--- config.mk ---
export PLATFORM = sky130hd
export DESIGN_NAME = spi_frame_ctrl
export DESIGN_NICKNAME = d
export VERILOG_FILES = /design/src/rtl/spi_frame_ctrl.sv
export SDC_FILE = /design/constraint.sdc
export NUM_CORES = 1
export LEC_CHECK = 0
export ABC_AREA = 0
export BUFFER_PORTS_ARGS = -buffer_cell sky130_fd_sc_hd__clkbuf_2
export CORE_MARGIN = 2
export CORE_UTILIZATION = 40
export DETAILED_ROUTE_END_ITERATION = 7
export PLACE_DENSITY = 0.6
export SETUP_SLACK_MARGIN = 0.05
export SLEW_MARGIN = 5
export SYNTH_ARGS = -nofsm -noshare
export SYNTH_HDL_FRONTEND = slang
export SYNTH_SLANG_ARGS = --single-unit
--- constraint.sdc ---
create_clock -name clock -period 2.12 [get_ports clock]
set_input_delay 0.318 -clock clock [delete_from_list [all_inputs] [get_ports clock]]
set_output_delay 0.318 -clock clock [all_outputs]
set_load 0.05 [all_outputs]
--- src/rtl/spi_frame_ctrl.sv ---
// SPI (mode 0, MSB first) frame controller: receives opcode + two operands, issues them to an FPU, returns the result on miso.
// Optional WAIT timeout (qNaN result + sticky flag) is enabled by defining SPI_FRAME_WAIT_TIMEOUT_EN.
module spi_frame_ctrl #(
    parameter int DATA_W         = 16,
    parameter int OPC_W          = 8,
    parameter int TIMEOUT_CYCLES = 256
) (
    input  logic              clock,
    input  logic              reset,
    input  logic              cs_active,
    input  logic              cs_fall,
    input  logic              cs_rise,
    input  logic              sclk_rise,
    input  logic              sclk_fall,
    input  logic              mosi,
    output logic              miso,
    output logic              op_valid,
    input  logic              op_ready,
    output logic [OPC_W-1:0]  opcode,
    output logic [DATA_W-1:0] operand_a,
    output logic [DATA_W-1:0] operand_b,
    input  logic              res_valid,
    input  logic [DATA_W-1:0] res_data,
    output logic              busy,
    output logic              timeout
);

    typedef enum logic [2:0] {IDLE, CMD, OPA, OPB, ISSUE, WAIT, TX, DONE} state_t;

    localparam int CNT_W = $clog2(DATA_W + 1);
    localparam logic [CNT_W-1:0] OPC_LAST  = CNT_W'(OPC_W - 1);
    localparam logic [CNT_W-1:0] DATA_LAST = CNT_W'(DATA_W - 1);

    state_t            state;
    logic [CNT_W-1:0]  bit_cnt;
    logic [DATA_W-2:0] shift_in;
    logic [DATA_W-1:0] shift_next;
    logic [DATA_W-1:0] tx_shift;
    logic              rx_edge;
    logic              tx_edge;

`ifdef SPI_FRAME_WAIT_TIMEOUT_EN
    localparam int WC_W = $clog2(TIMEOUT_CYCLES + 1);
    localparam logic [WC_W-1:0]   WAIT_LAST = WC_W'(TIMEOUT_CYCLES - 1);
    localparam logic [DATA_W-1:0] QNAN      = DATA_W'(16'h7E00);
    logic [WC_W-1:0] wait_cnt;
`else
    assign timeout = 1'b0;
`endif

    // SCLK strobes only count while the chip is selected
    assign rx_edge    = sclk_rise & cs_active;
    assign tx_edge    = sclk_fall & cs_active;
    assign shift_next = {shift_in, mosi};
    assign busy       = (state != IDLE);
    assign miso       = (state == TX) & tx_shift[DATA_W-1];

    always_ff @(posedge clock) begin
        if (reset) begin
            state     <= IDLE;
            bit_cnt   <= '0;
            shift_in  <= '0;
            tx_shift  <= '0;
            opcode    <= '0;
            operand_a <= '0;
            operand_b <= '0;
            op_valid  <= 1'b0;
`ifdef SPI_FRAME_WAIT_TIMEOUT_EN
            wait_cnt  <= '0;
            timeout   <= 1'b0;
`endif
        end else if (cs_rise) begin
            state    <= IDLE;
            bit_cnt  <= '0;
            op_valid <= 1'b0;
        end else if (cs_fall) begin
            state    <= CMD;
            bit_cnt  <= '0;
            shift_in <= '0;
            op_valid <= 1'b0;
`ifdef SPI_FRAME_WAIT_TIMEOUT_EN
            timeout  <= 1'b0;
`endif
        end else begin
            case (state)
                CMD: if (rx_edge) begin
                    shift_in <= shift_next[DATA_W-2:0];
                    if (bit_cnt == OPC_LAST) begin
                        opcode  <= shift_next[OPC_W-1:0];
                        bit_cnt <= '0;
                        state   <= OPA;
                    end else begin
                        bit_cnt <= bit_cnt + 1'b1;
                    end
                end
                OPA: if (rx_edge) begin
                    shift_in <= shift_next[DATA_W-2:0];
                    if (bit_cnt == DATA_LAST) begin
                        operand_a <= shift_next;
                        bit_cnt   <= '0;
                        state     <= OPB;
                    end else begin
                        bit_cnt <= bit_cnt + 1'b1;
                    end
                end
                OPB: if (rx_edge) begin
                    shift_in <= shift_next[DATA_W-2:0];
                    if (bit_cnt == DATA_LAST) begin
                        operand_b <= shift_next;
                        bit_cnt   <= '0;
                        op_valid  <= 1'b1;
                        state     <= ISSUE;
                    end else begin
                        bit_cnt <= bit_cnt + 1'b1;
                    end
                end
                ISSUE: if (op_ready) begin
                    op_valid <= 1'b0;
                    state    <= WAIT;
`ifdef SPI_FRAME_WAIT_TIMEOUT_EN
                    wait_cnt <= '0;
`endif
                end
                WAIT: begin
                    if (res_valid) begin
                        tx_shift <= res_data;
                        bit_cnt  <= '0;
                        state    <= TX;
                    end
`ifdef SPI_FRAME_WAIT_TIMEOUT_EN
                    // No result in time: answer with a quiet NaN instead of hanging the master
                    else if (wait_cnt == WAIT_LAST) begin
                        tx_shift <= QNAN;
                        timeout  <= 1'b1;
                        bit_cnt  <= '0;
                        state    <= TX;
                    end else begin
                        wait_cnt <= wait_cnt + 1'b1;
                    end
`endif
                end
                TX: if (tx_edge) begin
                    tx_shift <= {tx_shift[DATA_W-2:0], 1'b0};
                    if (bit_cnt == DATA_LAST) begin
                        bit_cnt <= '0;
                        state   <= DONE;
                    end else begin
                        bit_cnt <= bit_cnt + 1'b1;
                    end
                end
                IDLE, DONE: ;
                default: state <= IDLE;
            endcase
        end
    end

endmodule
==> out/qor.yml, run 1 <==
portBuffers: 68
layout_commonest_cell: "dfxtp_1"
rsz0062_at_grt: "false"
grt_pass1_vias: 2888
syn_avg_cell_area_sq_um: 9.31
max_slew_margin_pct: 63.6
synthesis.nets: 427
grt_pass1_wl_mm: 14.0
cts_sinks: 80
clock-root-buffer: "clkbuf_8"
numCtsBuffers: 9
cap_violations: 0
num_vias: 3029
die_w_um: 100
end_kind: "flip-flop"
ys_seq_elements: 80
yosysSeqAreaShare_pct: 43.3
ys_warn_count: 0
drive_above_1_share_pct: 31.0
finalCriticalPeriod_ns: 1.94
timing.setup.tns_ns: 0
cp_max_fo: 16
clkLatencyLatePin_ns: 0.35
clkSlewWorstSetupHoldPaths_ns: 0.09
hold_slack_ns: 0.244
ios: 70
via_per_inst: 5.24
post-route-cell-area_sq_um: 4400
drtAntennaViolNets: 0
core.rowCount: 35
drcViolationCount: 0
clockBufferDepth: 2
syn_area_sq_um: 3690
fin_worst_skew_ns: 0.0102
synth-edff-count: 0
wl_mm: 8.32
start_kind: "flip-flop"
ys_types: 55
cp_data_required_time_ns: 2.33
layout.nets: 492
cts_tree: "yes"
synth_ff_type: "dfxtp_1"
drt_pass1_iterations: 4
diodes: 0
post-route-period-util_pct: 91.6
powerDensity_nw_per_um2: 668
leakage_uw: 0.00179
start_util_pct: 40.6
finalSetupViolations: 0
ir_drop_uv: 345
mostFrequentLayoutCells: "79 x dfxtp_1, 68 x clkbuf_2, 54 x nand2_1"
fp.dieH_um: 100
cp_data_arrival_time_ns: 2.15
gp_congestion: 0.793
max_freq_mhz: 515
hold_viol: 0
dp_hpwl_mm: 5.69
htreeDepth: 3
post-route-util_pct: 48.4
core_area_sq_um: 9110
grt_overflow: 0
wl_per_cell_um: 14.4
place_area_sq_um: 4140
die_area_sq_um: 10000
drt_iter0_drc: 164
async_flop_share_pct: 0
tightest_slew_ns: 0.545
hp-class: "in2reg"
status: "finished, final reports clean"
antenna_found_initial: 0
path_class: "reg2reg"
slew_violations: 0
grt_usage_pct: 17.4
grt_max_degree: 56
syn2layout_area_growth_pct: 19.2
cts_hold_buf: 0
postSynthCellCount: 397
Yosys cell counts, types with 2 or more instances:
library cell  count  area [sq um]
buf_2             7          35.0
a211oi_1          2          15.0
or3_1             3          18.8
mux2i_1          40           400
a211oi_2         16           200
buf_4             6          45.0
o211ai_1          2          15.0
nand2b_1          3          18.8
clkbuf_1         12          45.0
nor2b_1           2          12.5
a31oi_1           3          18.8
nor2_1           34           128
buf_6             4          45.0
a21oi_1          33           165
nand3b_1          3          22.5
a21boi_0          2          15.0
and2_1            2          12.5
o21ai_0          17          85.1
nand3_1           4          20.0
a32o_1            2          20.0
o22ai_1           4          25.0
dfxtp_1          80          1600
nor3_1            3          15.0
and3b_1           5          43.8
nor3_2            2          20.0
nand2_1          54           203
nor2_2           15          93.8
inv_1             7          26.3
ha_1              4          50.1
registers in the layout (all words and copies together) (netlist names):
register,cells
operand_a,16
op_valid,1
tx_shift,16
opcode,8
shift_in,15
operand_b,16
state,3
bit_cnt,5
final timing paths:
kind | from | end | slack, ns | cells past startpoint
min reg2reg | operand_a[15] | operand_a[15] | 0.46 | 2
max reg2reg | bit_cnt[1] | operand_a[0] | 0.18 | 8
min | mosi | shift_in[0] | 0.24 | 3
max | bit_cnt[1] | operand_a[0] | 0.18 | 8
logic make-up after synthesis:
logic type | Yosys count | synth area share, %
AND/OR/NAND/NOR | 141 | 20.0
AO/OA/AOI/OAI | 94 | 18.9
multiplexers | 40 | 10.8
other | 1 | 0.101
flip-flops | 80 | 43.3
buffers and inverters | 37 | 5.42
adder cells (fa/ha/maj) | 4 | 1.35
worst max-delay path: stages, from the launching register on:
cell and delay, ns:
dfxtp_1 0.37, ha_2 0.21, and3_4 0.20, ha_2 0.20, nand3b_1 0.14, or3_1 0.34
buf_4 0.20, nand2_1 0.08, a21oi_1 0.05
cell type report:
class	instances	area, sq um
fillers	899	4700
flip-flops and latches	80	1600
multi-input cells	280	1900
inverters	7	26.3
repair buffers	84	498
clock inverters	6	97.6
clock buffers	10	138
well taps	111	139
report_power, final:
group / total [uW] / leakage, uW / switching (uW) / internal (uW)
registers: 1510 / 0.000645 / 2.95 / 1500
logic: 127 / 0.00102 / 83.6 / 43.0
clock network: 1310 / 0.000119 / 595 / 714
total: 2940 / 0.00179 / 681 / 2260
layer usage:
layer	vias to the layer above	track usage, %	share of wire [%]
met5	-	0	0
met4	0	7.17	1.2
met3	9	3.62	4.8
met2	72	27.0	47
met1	1432	23.6	47
li1	1516	-	-
timing repair:
action	4_1_cts	5_1_grt
endpoints found under the setup margin	0	36
setup buffers	0	2
gates resized for setup	0	4
stage by stage:
stage                     total power [uW]  std cells  worst slack [ns]
after floorplan                       1620        397             0.162
after global placement                1670        560             0.179
after detailed placement              1670        560             0.109
after CTS                             2980        576            0.0914
after global routing                  3050        578            0.0390
final                                 2940        578             0.179
(Power assumes the default switching activity.)
==> inputs of run 2 (changes only) <==
--- a/config.mk
+++ b/config.mk
@@ -7,10 +7,12 @@
 export LEC_CHECK = 0
 export ABC_AREA = 0
 export BUFFER_PORTS_ARGS = -buffer_cell sky130_fd_sc_hd__clkbuf_2
+export CELL_PAD_IN_SITES_DETAIL_PLACEMENT = 0
+export CELL_PAD_IN_SITES_GLOBAL_PLACEMENT = 2
 export CORE_MARGIN = 2
-export CORE_UTILIZATION = 40
+export CORE_UTILIZATION = 34
 export DETAILED_ROUTE_END_ITERATION = 7
-export PLACE_DENSITY = 0.6
+export PLACE_DENSITY = 0.79
 export SETUP_SLACK_MARGIN = 0.05
 export SLEW_MARGIN = 5
 export SYNTH_ARGS = -nofsm -noshare
==> run 2 against run 1 <==
Compared with the run above:
- sequential power is essentially flat
- largest cell class unchanged
- final area shrank 0.43%
- sequential cell count is the same
- maximum frequency grew 0.38%
- clock power shrank 12%
==> out/qor.yml, run 2 (same netlist as run 1, synthesis figures left out) <==
reg_top3: "operand_a (16), operand_b (16), tx_shift (16)"
mostFrequentLayoutCells: "78 x dfxtp_1, 67 x clkbuf_2, 54 x nand2_1"
drtAntennaViolNets: 0
slowest_stage: "dfxtp_2"
cpLargestDelayFamily: "simple AND/OR/NAND/NOR gates"
finalSetupViolations: 0
timing.critical_path.cells: "ha_2, and3_4, ha_2, nand3b_1, or3_1, buf_4, nand2_1, a21oi_1"
clkSlewWorstSetupHoldPaths_ns: 0.09
dp_hpwl_mm: 6.02
clkLatencyLatePin_ns: 0.36
leakage_uw: 0.00176
max_stage_delay_ns: 0.36
core_area_sq_um: 10700
p_switching_uw: 661
syn2layout_area_growth_pct: 18.7
cts_sinks: 80
hold_viol: 0
portBuffers: 68
die_area_sq_um: 11700
gp_congestion: 0.780
cell_internal_pwr_uw: 2120
post-route-cell-area_sq_um: 4390
max_slew_margin_pct: 55.2
clock-root-buffer: "clkbuf_8"
cpMostUsedCell: "ha_2"
rsz0062_at_grt: "false"
antenna_found_initial: 0
grt_overflow: 0
wl_mm: 8.92
timing.setup.tns_ns: 0
grt_pass1_wl_mm: 14.7
power_frac_clock_pct: 41.3
ios: 70
core.rowCount: 38
post-place-ws_ns: 0.0815
num_vias: 3007
combPwrFrac_pct: 4.6
finalWorstSetupSlack_ns: 0.186
max_freq_mhz: 517
drcViolationCount: 0
fill_cells: 1071
postCtsSetupBuffers: 0
post-route-period-util_pct: 91.2
diodes: 0
finalCriticalPeriod_ns: 1.93
clockBufferDepth: 2
status: "finished, final reports clean"
drt_iter0_drc: 105
end_kind: "flip-flop"
hp-class: "in2reg"
fin_worst_skew_ns: 0.0142
grt_pass1_vias: 2904
ir_drop_uv: 225
layout.nets: 491
place_area_sq_um: 4170
wl_per_cell_um: 14.7
layout_commonest_cell: "dfxtp_1"
slew_violations: 0
instances_no_fill: 606
htreeDepth: 3
cap_violations: 0
die_w_um: 108
cts_tree: "yes"
post-route-util_pct: 41.0
power_frac_seq_pct: 54.2
cp_max_fo: 16
grt_max_degree: 56
drt_pass1_iterations: 4
drive_above_1_share_pct: 30.9
dp_cells: 590
tightest_slew_ns: 0.666
fp.dieH_um: 108
numCtsBuffers: 9
cp_data_required_time_ns: 2.34
cp_data_arrival_time_ns: 2.15
start_kind: "flip-flop"
start_util_pct: 34.5
path_class: "reg2reg"
cp_num_buf_inv: 1
via_per_inst: 4.96
powerDensity_nw_per_um2: 634
grt_usage_pct: 16.1
swShare_pct: 23.8
## run 2: worst reg2reg max path, delay by kind of cell, from the launching register on
kind / cells / cell delay, ns
buf+inv: 1 / 0.20
flops: 1 / 0.36
fa+ha+maj: 2 / 0.41
compound gates: 1 / 0.05
simple gates: 4 / 0.76
## run 2: path summary, 6_finish.rpt
path                       from       endpoint  slack (ns)  cells past startpoint
hold reg to reg   operand_a[13]  operand_a[13]        0.45                      2
setup reg to reg     bit_cnt[0]   operand_a[8]        0.19                      8
setup / recovery     bit_cnt[0]   operand_a[8]        0.19                      8
hold / removal             mosi    shift_in[0]        0.24                      3
## run 2: layer usage
layer	part of all wire, %	GRT usage [%]
met4	1.9	7.33
met3	4.3	3.44
met5	0	0
met1	48	21.1
met2	46	25.3
## run 2: what timing repair did
action	4_1_cts	5_1_grt
resized for setup	0	7
hold buffers	0	0
pin swaps	1	1
endpoints found under the setup margin	1	38
## run 2: layout make-up
| cell class | count | area (sq um) | area share (%) |
|---|---|---|---|
| Inverter | 7 | 26.3 | 0.599 |
| Clock inverter | 5 | 56.3 | 1.28 |
| Tap cell | 140 | 175 | 3.99 |
| Clock buffer | 11 | 141 | 3.22 |
| Multi-Input combinational cell | 280 | 1900 | 43.4 |
| Sequential cell | 80 | 1600 | 36.6 |
| Timing Repair Buffer | 83 | 478 | 10.9 |
## run 2: per-stage QoR
| step | hold slack, ns | total power (uW) |
|---|---|---|
| finish | 0.242 | 2780 |
| detailed placement | 0.444 | 1670 |
| global route | 0.230 | 2890 |
| global placement | 0.439 | 1670 |
| CTS | 0.216 | 2820 |
| floorplan | 0.446 | 1620 |
## run 2: power by group through the flow
| stage | registers (uW) | clock network, uW | logic (uW) |
|---|---|---|---|
| 5_1_grt | 1510 | 1250 | 140 |
| 4_1_cts | 1500 | 1180 | 128 |
| 6_report | 1500 | 1150 | 128 |
| 2_1_floorplan | 1540 | 0 | 78.0 |
| 3_3_place_gp | 1540 | 0 | 128 |
| 3_5_place_dp | 1540 | 0 | 128 |
==> inputs of run 3 (changes only) <==
--- a/config.mk
+++ b/config.mk
@@ -13,7 +13,7 @@
 export CORE_UTILIZATION = 34
 export DETAILED_ROUTE_END_ITERATION = 7
 export PLACE_DENSITY = 0.79
-export SETUP_SLACK_MARGIN = 0.05
+export SETUP_SLACK_MARGIN = 0.3
 export SLEW_MARGIN = 5
 export SYNTH_ARGS = -nofsm -noshare
 export SYNTH_HDL_FRONTEND = slang
==> run 3 against run 2 <==
Compared with the run above:
- worst setup slack gained 0.056 ns
- global-route usage grew 0.082 points
- total power grew 1.2%
- die area is the same
- via count grew 2.1%
- largest cell class unchanged
==> out/qor.yml, run 3 (same netlist as run 1, synthesis figures left out) <==
antenna_found_initial: 0
drcViolationCount: 0
cp_data_arrival_time_ns: 2.14
core.rowCount: 38
layout.nets: 505
die_area_sq_um: 11700
ir_drop_uv: 427
instances_no_fill: 620
crit_path_start: "bit_cnt[1]"
drt_iter0_drc: 126
grt_pass1_wl_mm: 14.9
r2r_end: "state[1]"
num_vias: 3070
end_kind: "flip-flop"
layout_commonest_cell: "dfxtp_1"
start_kind: "flip-flop"
cp_max_fo: 3
status: "finished, final reports clean"
critPathCapture: "state[1]"
max_slew_margin_pct: 61.9
post-route-period-util_pct: 88.6
clkSlewWorstSetupHoldPaths_ns: 0.09
tightest_slew_ns: 0.571
r2r-start: "bit_cnt[1]"
post-route-util_pct: 43.6
hold_slack_ns: 0.243
clockBufferDepth: 2
clock-root-buffer: "clkbuf_8"
cp_data_required_time_ns: 2.39
numCtsBuffers: 9
grt_pass1_vias: 2905
ff2ff_path_depth: 8
drive_above_1_share_pct: 36.3
htreeDepth: 3
grt_usage_pct: 16.2
cp.depth: 8
dp_cells: 590
ios: 70
wl_mm: 9.45
gp_congestion: 0.811
finalCriticalPeriod_ns: 1.88
drtAntennaViolNets: 0
cts_hold_buf: 0
portBuffers: 68
slew_violations: 0
r2r_slack_ns: 0.24
hold_viol: 0
path_class: "reg2reg"
mostFrequentLayoutCells: "76 x dfxtp_1, 66 x clkbuf_2, 46 x nand2_1"
timing.setup.tns_ns: 0
max_stage_delay_ns: 0.36
die_w_um: 108
reg_top3: "operand_a (16), operand_b (16), tx_shift (16)"
powerDensity_nw_per_um2: 604
cp_num_buf_inv: 1
core_area_sq_um: 10700
via_per_inst: 4.95
slowest_stage: "dfxtp_2"
cap_violations: 0
fp.dieH_um: 108
finalSetupViolations: 0
fin_worst_skew_ns: 0.0103
dp_hpwl_mm: 6.06
grt_max_degree: 56
clkLatencyLatePin_ns: 0.35
max_freq_mhz: 533
start_util_pct: 34.5
wl_per_cell_um: 15.2
drt_pass1_iterations: 4
cts_sinks: 80
leakage_uw: 0.00189
hp-class: "in2reg"
cpMostUsedCell: "ha_4"
rsz0062_at_grt: "true"
timing.critical_path.cells: "ha_4, and3_4, buf_4, ha_4, nand2b_1, a32o_2, a2111o_1, a211oi_2"
syn2layout_area_growth_pct: 26.1
cpLargestDelayFamily: "compound AO/OA/AOI/OAI gates"
cts_tree: "yes"
grt_overflow: 0
diodes: 0
==> run 3: changes by cell type in the layout (fill, tap and decap cells not counted), sizes merged <==
cell / before / now
buf: 16 / 28
inv: 7 / 8
clkinv: 3 / 1
clkbuf: 78 / 81
==> run 3: worst min-delay path, cell delays in order <==
cell and delay (ns):
clkbuf_2 0.11, nand2_1 0.06, a21oi_1 0.05
==> run 3: worst min-delay path by stage <==
stage	start	end	depth (start not counted)
CTS	mosi	shift_in[0]	3
floorplan	shift_in[14]	operand_a[15]	2
detailed placement	operand_a[8]	operand_a[8]	2
global route	mosi	shift_in[0]	3
finish	mosi	shift_in[0]	3
global placement	operand_a[14]	operand_a[14]	2
==> run 3: layout make-up <==
| class | instances | area (sq um) |
|---|---|---|
| Multi-Input combinational cell | 280 | 2000 |
| Sequential cell | 80 | 1610 |
| Timing Repair Buffer | 97 | 647 |
| Clock buffer | 12 | 155 |
| Tap cell | 140 | 175 |
| Clock inverter | 4 | 51.3 |
| Fill cell | 1101 | 6040 |
| Inverter | 7 | 26.3 |
==> run 3: power breakdown <==
group	switching [uW]	internal, uW
combinational	87.1	41.9
sequential	2.75	1500
clock	568	612
total	658	2150
==> run 3: metal layers <==
| metal | track usage (%) | part of all wire, % | vias up |
|---|---|---|---|
| met5 | 0 | 0 | - |
| met4 | 5.77 | 0.94 | 0 |
| met3 | 3.92 | 4.4 | 7 |
| met2 | 25.9 | 47 | 60 |
| met1 | 21.3 | 47 | 1451 |
| li1 | - | - | 1552 |
==> run 3: metrics by stage <==
| step | total power (uW) | cell area (sq um) | setup WS (ns) |
|---|---|---|---|
| after floorplan | 1620 | 3740 | 0.310 |
| after global placement | 1670 | 4210 | 0.263 |
| after detailed placement | 1670 | 4210 | 0.232 |
| after CTS | 2860 | 4490 | 0.285 |
| after global routing | 2930 | 4660 | 0.141 |
| final | 2810 | 4660 | 0.242 |
==> run 3: repair_timing <==
item | in CTS | in global routing
resized for setup | 12 | 19
pin swaps | 4 | 14
gates cloned | 0 | 3
setup buffers | 4 | 7
setup endpoints to repair | 24 | 60
